$ cat config.mk
export PLATFORM = sky130hd
export DESIGN_NAME = button_events_flat
export DESIGN_NICKNAME = d
export VERILOG_FILES = /design/src/rtl/button_events_if.sv /design/src/rtl/button_events.sv /design/src/flat_wrapper.sv
export SDC_FILE = /design/constraint.sdc
export NUM_CORES = 1
export LEC_CHECK = 0
export ABC_AREA = 0
export CAP_MARGIN = 10
export CORE_AREA = 2 2 60 62
export CTS_BUF_LIST = sky130_fd_sc_hd__clkbuf_8
export DETAILED_ROUTE_END_ITERATION = 8
export DIE_AREA = 0 0 62 64
export GPL_ROUTABILITY_DRIVEN = 0
export PLACE_DENSITY = 0.84
export SYNTH_ARGS = -nofsm -noshare
export SYNTH_HDL_FRONTEND = slang
export SYNTH_SLANG_ARGS = --single-unit
$ cat constraint.sdc
create_clock -name clk -period 1.9 [get_ports clk]
set_input_delay 0.38 -clock clk [delete_from_list [all_inputs] [get_ports clk]]
set_output_delay 0.38 -clock clk [all_outputs]
set_load 0.01 [all_outputs]
$ cat src/rtl/button_events_if.sv
// Button gesture bus: debounced press/release pulses in, gesture pulses out.
interface button_events_if;
  logic pb_down;
  logic pb_up;
  logic click;
  logic dclick;
  logic long_press;
  logic repeat_pulse;
  logic held;

  // Producer side: drives the debounced button pulses, observes gestures.
  modport master (
    output pb_down, pb_up,
    input  click, dclick, long_press, repeat_pulse, held
  );

  // Decoder side: consumes button pulses, produces gestures.
  modport slave (
    input  pb_down, pb_up,
    output click, dclick, long_press, repeat_pulse, held
  );
endinterface

$ cat src/rtl/button_events.sv
// Push-button gesture decoder: classifies debounced press/release pulses
// into single click, double click and long press, with auto-repeat while
// a long press is held. All outputs are registered.
module button_events #(
  parameter int LONG_TICKS   = 8000000,
  parameter int DCLICK_TICKS = 4000000,
  parameter int REPEAT_DELAY = 6000000,
  parameter int REPEAT_RATE  = 1500000,
  parameter int CNT_W        = 24
) (
  input logic            clk,
  input logic            rst,
  button_events_if.slave bus
);

  localparam longint CNT_LIM = longint'(1) << CNT_W;

  if (LONG_TICKS < 2 || longint'(LONG_TICKS) >= CNT_LIM ||
      DCLICK_TICKS < 2 || longint'(DCLICK_TICKS) >= CNT_LIM ||
      REPEAT_DELAY < 2 || longint'(REPEAT_DELAY) >= CNT_LIM ||
      REPEAT_RATE < 2 || longint'(REPEAT_RATE) >= CNT_LIM) begin : g_bad_params
    $error("button_events: every tick parameter must be >= 2 and < 2**CNT_W");
  end

  // Terminal counts: the timer starts at 0 on state entry, so a wait of N
  // cycles ends when it reads N-1.
  localparam logic [CNT_W-1:0] LONG_END   = CNT_W'(LONG_TICKS - 1);
  localparam logic [CNT_W-1:0] DCLICK_END = CNT_W'(DCLICK_TICKS - 1);
  localparam logic [CNT_W-1:0] RDELAY_END = CNT_W'(REPEAT_DELAY - 1);
  localparam logic [CNT_W-1:0] RRATE_END  = CNT_W'(REPEAT_RATE - 1);

  typedef enum logic [2:0] {IDLE, PRESS1, WAIT2, PRESS2, LONG} state_t;

  state_t           state, state_nxt;
  logic [CNT_W-1:0] cnt, cnt_nxt;
  logic             first_rep, first_rep_nxt;
  logic             click_q, dclick_q, long_q, rep_q, held_q;
  logic             click_nxt, dclick_nxt, long_nxt, rep_nxt, held_nxt;
  logic             dn, up;
  logic [CNT_W-1:0] rep_end;

  // Simultaneous press and release cannot come from the debouncer; such a
  // cycle is treated as carrying no button event at all.
  assign dn      = bus.pb_down & ~bus.pb_up;
  assign up      = bus.pb_up & ~bus.pb_down;
  assign rep_end = first_rep ? RDELAY_END : RRATE_END;

  // Next-state, timer and gesture pulse decode.
  always_comb begin
    state_nxt     = state;
    cnt_nxt       = cnt + 1'b1;
    first_rep_nxt = first_rep;
    click_nxt     = 1'b0;
    dclick_nxt    = 1'b0;
    long_nxt      = 1'b0;
    rep_nxt       = 1'b0;
    unique case (state)
      IDLE: begin
        // Timer parked at zero while idle so it never wraps.
        cnt_nxt = '0;
        if (dn) state_nxt = PRESS1;
      end
      PRESS1: begin
        if (up) begin
          state_nxt = WAIT2;
        end else if (cnt == LONG_END) begin
          long_nxt      = 1'b1;
          first_rep_nxt = 1'b1;
          state_nxt     = LONG;
        end
      end
      WAIT2: begin
        if (dn) begin
          state_nxt = PRESS2;
        end else if (cnt == DCLICK_END) begin
          click_nxt = 1'b1;
          state_nxt = IDLE;
        end
      end
      PRESS2: begin
        // No timeout here; holding the timer keeps an endless hold from wrapping.
        cnt_nxt = cnt;
        if (up) begin
          dclick_nxt = 1'b1;
          state_nxt  = IDLE;
        end
      end
      LONG: begin
        if (up) begin
          state_nxt = IDLE;
        end else if (cnt == rep_end) begin
          rep_nxt       = 1'b1;
          cnt_nxt       = '0;
          first_rep_nxt = 1'b0;
        end
      end
      default: state_nxt = IDLE;
    endcase
    if (state_nxt != state) cnt_nxt = '0;
    held_nxt = (state_nxt == PRESS1) || (state_nxt == PRESS2) || (state_nxt == LONG);
  end

  // State, timer and registered outputs; reset drops any pending gesture.
  always_ff @(posedge clk) begin
    if (rst) begin
      state     <= IDLE;
      cnt       <= '0;
      first_rep <= 1'b0;
      click_q   <= 1'b0;
      dclick_q  <= 1'b0;
      long_q    <= 1'b0;
      rep_q     <= 1'b0;
      held_q    <= 1'b0;
    end else begin
      state     <= state_nxt;
      cnt       <= cnt_nxt;
      first_rep <= first_rep_nxt;
      click_q   <= click_nxt;
      dclick_q  <= dclick_nxt;
      long_q    <= long_nxt;
      rep_q     <= rep_nxt;
      held_q    <= held_nxt;
    end
  end

  assign bus.click        = click_q;
  assign bus.dclick       = dclick_q;
  assign bus.long_press   = long_q;
  assign bus.repeat_pulse = rep_q;
  assign bus.held         = held_q;

endmodule

$ cat src/flat_wrapper.sv
// flat-port wrapper written by rule: the top's interface ports become plain ports
module button_events_flat 
#(
  parameter int LONG_TICKS   = 8000000,
  parameter int DCLICK_TICKS = 4000000,
  parameter int REPEAT_DELAY = 6000000,
  parameter int REPEAT_RATE  = 1500000,
  parameter int CNT_W        = 24
)
  (clk, rst, bus_pb_down, bus_pb_up, bus_click, bus_dclick, bus_long_press, bus_repeat_pulse, bus_held);
  button_events_if bus_i ();
  input logic clk;
  input logic rst;
  input wire logic [$bits(bus_i.pb_down)-1:0] bus_pb_down;
  input wire logic [$bits(bus_i.pb_up)-1:0] bus_pb_up;
  output wire logic [$bits(bus_i.click)-1:0] bus_click;
  output wire logic [$bits(bus_i.dclick)-1:0] bus_dclick;
  output wire logic [$bits(bus_i.long_press)-1:0] bus_long_press;
  output wire logic [$bits(bus_i.repeat_pulse)-1:0] bus_repeat_pulse;
  output wire logic [$bits(bus_i.held)-1:0] bus_held;
  assign bus_i.pb_down = bus_pb_down;
  assign bus_i.pb_up = bus_pb_up;
  assign bus_click = bus_i.click;
  assign bus_dclick = bus_i.dclick;
  assign bus_long_press = bus_i.long_press;
  assign bus_repeat_pulse = bus_i.repeat_pulse;
  assign bus_held = bus_i.held;
  button_events #(.LONG_TICKS(LONG_TICKS), .DCLICK_TICKS(DCLICK_TICKS), .REPEAT_DELAY(REPEAT_DELAY), .REPEAT_RATE(REPEAT_RATE), .CNT_W(CNT_W)) u_core (.clk(clk), .rst(rst), .bus(bus_i));
endmodule
Word-level counts from Yosys, hierarchy flattened

Index checks and enable logic that the tools add are counted.

Order comparisons: 0
Bitwise operators: 8
Shift operators: 0
Add/sub/neg operators: 1
Reductions and logical operators: 11
$mul: 0
Muxes and demuxes: 20
Equal/unequal tests: 15
Divide/modulo/power cells: 0

Operator list:

| operator              | count |
|---|---|
| $pmux 24 s3           | 1 |
| $mux 24               | 2 |
| $add 24x1->24 const B | 1 |
| $eq 24x22->1 const B  | 1 |
| $eq 24x23->1 const B  | 1 |
| $eq 24x24->1          | 1 |
| $mux 23               | 1 |
| $mux 3                | 6 |
| $pmux 3 s4            | 1 |
| $eq 3x2->1 const B    | 3 |
| $reduce_or 3->1       | 3 |
| $mux 1                | 8 |
| $eq 3x1->1 const B    | 2 |
| $eq 3x3->1 const B    | 2 |
| $not 1->1             | 6 |
| $reduce_or 2->1       | 3 |
| $reduce_and 5->1      | 1 |
| $ne 2x1->1 const B    | 2 |
| $ne 2x2->1 const B    | 2 |
| $logic_not 3->1       | 1 |
| $ne 3x3->1            | 1 |
| $and 1x1->1           | 2 |
| $logic_or 1x1->1      | 2 |
| $pmux 1 s2            | 1 |
| $reduce_bool 2->1     | 1 |

Latch bits: 0
Memories: 0
Bits of input ports: 4
Register bits: 33
ROM bits: 0
Memory bits (writable): 0
Logic and storage cells: 63

Longest topological paths before layout

Word-level depth: 7
Mapped depth: 7
Gate-level depth less buffers: 6

Worst setup path before layout

Ideal clock, no wire load.

Path kind: reg2reg
From: register u_core.cnt[10]
To: register u_core.cnt[11]
Library setup time: 0.145 ns
Stages on the path, launching flop included: 7
Data arrival time: 1.762 ns
Setup slack: -0.007 ns
Cells stage by stage: dfxtp_1 or4b_1 nor3_2 nand4_1 o211ai_2 buf_6 nor3_1

Word-level cells in the longest chain between the ends: 6
Elaborated cells on any way between the ends: 14

RTL lines:

| item                                                                  | line                 | RTL |
|---|---|---|
| start, declared                                                       | button_events.sv:35  | `logic [CNT_W-1:0] cnt, cnt_nxt;` |
| start signal, assigned                                                | button_events.sv:116 | `cnt <= cnt_nxt;` |
| parallel branches: the longest is 6 deep, another holds $add 24x1->24 | --                   |  |

Several ways; the timed one is not identified.
A chain may end at the register's enable or synchronous reset.

Worst setup path after layout

From: register u_core.cnt[14]
To: register u_core.state[1]

Word-level cells in the longest chain between the ends: 4
Elaborated cells on any way between the ends: 7

RTL lines:

| item                                                | line                                     | RTL |
|---|---|---|
| $eq 24x22->1 / $eq 24x23->1 (equally long branches) | button_events.sv:75, button_events.sv:66 |  |
| $mux 3 (on tied branches)                           | button_events.sv:75, button_events.sv:66 |  |
| $mux 3 (on tied branches)                           | button_events.sv:73, button_events.sv:64 |  |
| $pmux 3 s4 *                                        | button_events.sv:57                      | `unique case (state)` |
| end signal, assigned                                | button_events.sv:115                     | `state <= state_nxt;` |
| end, declared                                       | button_events.sv:34                      | `state_t state, state_nxt;` |

Every way passes the cells marked *; elsewhere a longest branch is shown, timed or not.

==> qor.yml <==
outcome: "finished, violations left"
violations: "setup timing"
final_cell_mix: "47 x buf_4, 28 x dfxtp_1, 26 x nor3_1"
synth_nets: 220
crit_type: "flop to flop"
crit_buf_inv: 2
instances_no_fill: 314
wl_per_cell_um: 18.8
powerDensity_mw_per_mm2: 558
yosysUniqueCellTypes: 42
yosys-top-cells-area: "dfxtp_1 36%, nor3_1 7.7%, xnor2_1 5.8%, xor2_1 4.8%, nand4_1 4.1%"
period_needed_ns: 2.00
grt_pass1_wl_um: 8020
antenna_found_initial: 0
r2r_cells: 7
layout_setup_ws_ns: -0.102
nets: 273
final_hold_viol_count: 0
totalWireLength_um: 5890
num_vias: 1975
hold_depth: 2
finalPower_uw: 1390
cp.depth: 7
io_pins: 9
syn_area_mm2: 0.00182
route.detailed.drc: 0
max_clock_freq_ghz: 0.500
cpMostUsedCell: "buf_4"
postSynthAreaPerCell_um2: 8.46
cts-buffers-inserted: 5
drv_cap: 0
required_ns: 2.08
mostFrequentLayoutCell: "buf_4"
drt-initial-drc-count: 277
grt_pass1_vias: 1762
min_from: "u_core.cnt[0]$_SDFFE_PP0P_"
path_delay_family: "simple AND/OR/NAND/NOR gates"
regToRegSetupSlack_ns: -0.10
start_util_pct: 55.4
grt_overflow: 0
layout_worst_path_cycle_share_pct: 105
synth_area_leader_cell: "dfxtp_1"
rr_startpoint: "u_core.cnt[14]$_SDFFE_PP0P_"
htreeDepth: 2
rsz0062_at_grt: "yes"
cts_root_buffer: "clkbuf_8"
numPlacedInstances: 300
startpoint_type: "flop"
die-area_mm2: 0.00397
vias_per_cell: 6.29
fp-row-count: 21
worstPathMaxFanout: 2
crit_chain: "or4b_4 -> nor3_4 -> nand4_1 -> buf_4 -> buf_4 -> a31oi_1 -> nor3_1"
io_buffers: 8
tightest_slew_ns: 0.786
syn_to_final_growth_pct: 37.0
postRouteAntennaNets: 0
ys_warn_count: 0
clock_skew_ns: 0.00855
path_clk_slew_ns: 0.06
synthArstFlopShare_pct: 0
core_area_mm2: 0.00328
synth_enable_flop_cells: 0
slew_viol_final: 0
finalSetupViolCount: 12
synth-seq-area-share_pct: 36.3
peakVddDrop_uv: 413
clockBufferDepth: 2
grt_max_degree: 19
cts_tree: "built"
die_w_um: 62
cts_hold_buf: 0
leakage_uw: 0.000858
layout-drive-gt1-share_pct: 33.6
cts_sinks: 33
rr_endpoint: "u_core.state[1]$_SDFF_PP0_"
insertedDiodeCount: 0
hp-class: "flop to flop"
die_h_um: 64
dp_hpwl_um: 3470
hold_path_end: "u_core.cnt[0]$_SDFFE_PP0P_"
cp_slowest_stage_delay_ns: 0.55
ys_ff_latch: 33
netlist.area_leader.share_pct: 36.3
netlist_instances: 215
track_usage_pct: 27.5
ys.flop_type: "dfxtp_1"
cpMaxStageDelayCell: "or4b_4"
slew_headroom_pct: 47.2
worstPathArrival_ns: 2.18
crit_path_end_kind: "flop"
drt-pass1-iter-count: 7
clk_latency_ns: 0.30
==> Yosys cell counts (2+ instances only) <==
cell type  count
a2111oi_0      2
a211oi_1       3
a21oi_1        3
buf_6          4
clkbuf_1       9
dfxtp_1       33
inv_1          4
nand2_1       17
nand2b_1       4
nand3_1       10
nand4_1       12
nand4bb_1      2
nor2_1        14
nor2b_1        4
nor3_1        28
nor3_2         7
nor4_1         7
nor4b_1        2
o21ai_0        4
o31ai_1        2
or3_1          3
xnor2_1       12
xor2_1        10
==> what timing repair did <==
item | 4_1_cts | 5_1_grt
setup buffers | 2 | 3
endpoints found under the hold margin | 0 | 0
pin swaps | 5 | 10
gates resized for setup | 5 | 23
gates cloned | 0 | 2
endpoints found under the setup margin | 7 | 29
==> logic make-up after synthesis <==
family	synth area share, %
AND/OR/NAND/NOR	39.0
flip-flops	36.3
XOR/XNOR	10.6
AO/OA/AOI/OAI	7.98
buffers and inverters	5.37
adder cells (fa/ha/maj)	0.688
==> stage by stage <==
stage / setup WS [ns] / utilization, % / TNS, ns / hold WS [ns] / instance area, um2
2_1_floorplan: 0.0100 / - / 0 / 0.452 / 1820
3_3_place_gp: -0.143 / 67.7 / -2.62 / 0.516 / 2220
3_5_place_dp: -0.208 / 67.7 / -3.60 / 0.545 / 2220
4_1_cts: -0.0123 / 71.5 / -0.0269 / 0.561 / 2350
5_1_grt: -0.0804 / 75.8 / -0.921 / 0.596 / 2490
6_report: -0.102 / 75.8 / -0.377 / 0.562 / 2490
==> where the power goes <==
| part | leakage, uW | switching [uW] | internal (uW) |
|---|---|---|---|
| sequential | 0.000269 | 3.92 | 696 |
| combinational | 0.000541 | 80.6 | 64.6 |
| clock | 0.0000485 | 262 | 282 |
| total | 0.000858 | 347 | 1040 |
==> worst min-delay path: stages (launching register included) <==
cell	delay (ns)
dfxtp_2	0.33
buf_4	0.12
a2111oi_0	0.08
==> metal layers <==
layer  track usage [%]  vias up  routed length [um]
li1                  -      884                   -
met1              34.5      904                2240
met2              43.2      138                2710
met3              7.29       49                 608
met4              11.7        0                 336
met5                 0        -                   0
==> cell type report <==
cell class / count / area (um2)
fill: 200 / 793
clock buffer: 6 / 82.6
timing repair buffer: 60 / 503
sequential: 33 / 667
inverter: 4 / 15.0
tap: 46 / 57.6
clock inverter: 1 / 3.75
multi-input combinational: 164 / 1160
==> how the worst max path moves through the flow <==
stage                                      from                     endpoint  slack (ns)
CTS                 u_core.cnt[14]$_SDFFE_PP0P_   u_core.cnt[4]$_SDFFE_PP0P_       -0.01
detailed placement                  bus_pb_down  u_core.cnt[20]$_SDFFE_PP0P_       -0.21
floorplan           u_core.cnt[10]$_SDFFE_PP0P_  u_core.cnt[11]$_SDFFE_PP0P_        0.01
finish              u_core.cnt[14]$_SDFFE_PP0P_   u_core.state[1]$_SDFF_PP0_       -0.10
global route        u_core.cnt[14]$_SDFFE_PP0P_   u_core.state[1]$_SDFF_PP0_       -0.08
global placement                      bus_pb_up   u_core.cnt[5]$_SDFFE_PP0P_       -0.14
==> registers in the layout, summed over array words and instances (netlist names) <==
| name | flops |
|---|---|
| u_core.bus.dclick | 1 |
| u_core.bus.long_press | 1 |
| u_core.cnt | 24 |
| u_core.bus.held | 1 |
| u_core.first_rep | 1 |
| u_core.state | 3 |
| u_core.bus.repeat_pulse | 1 |
| u_core.bus.click | 1 |
Note: power is estimated with default switching activity, not from simulation.
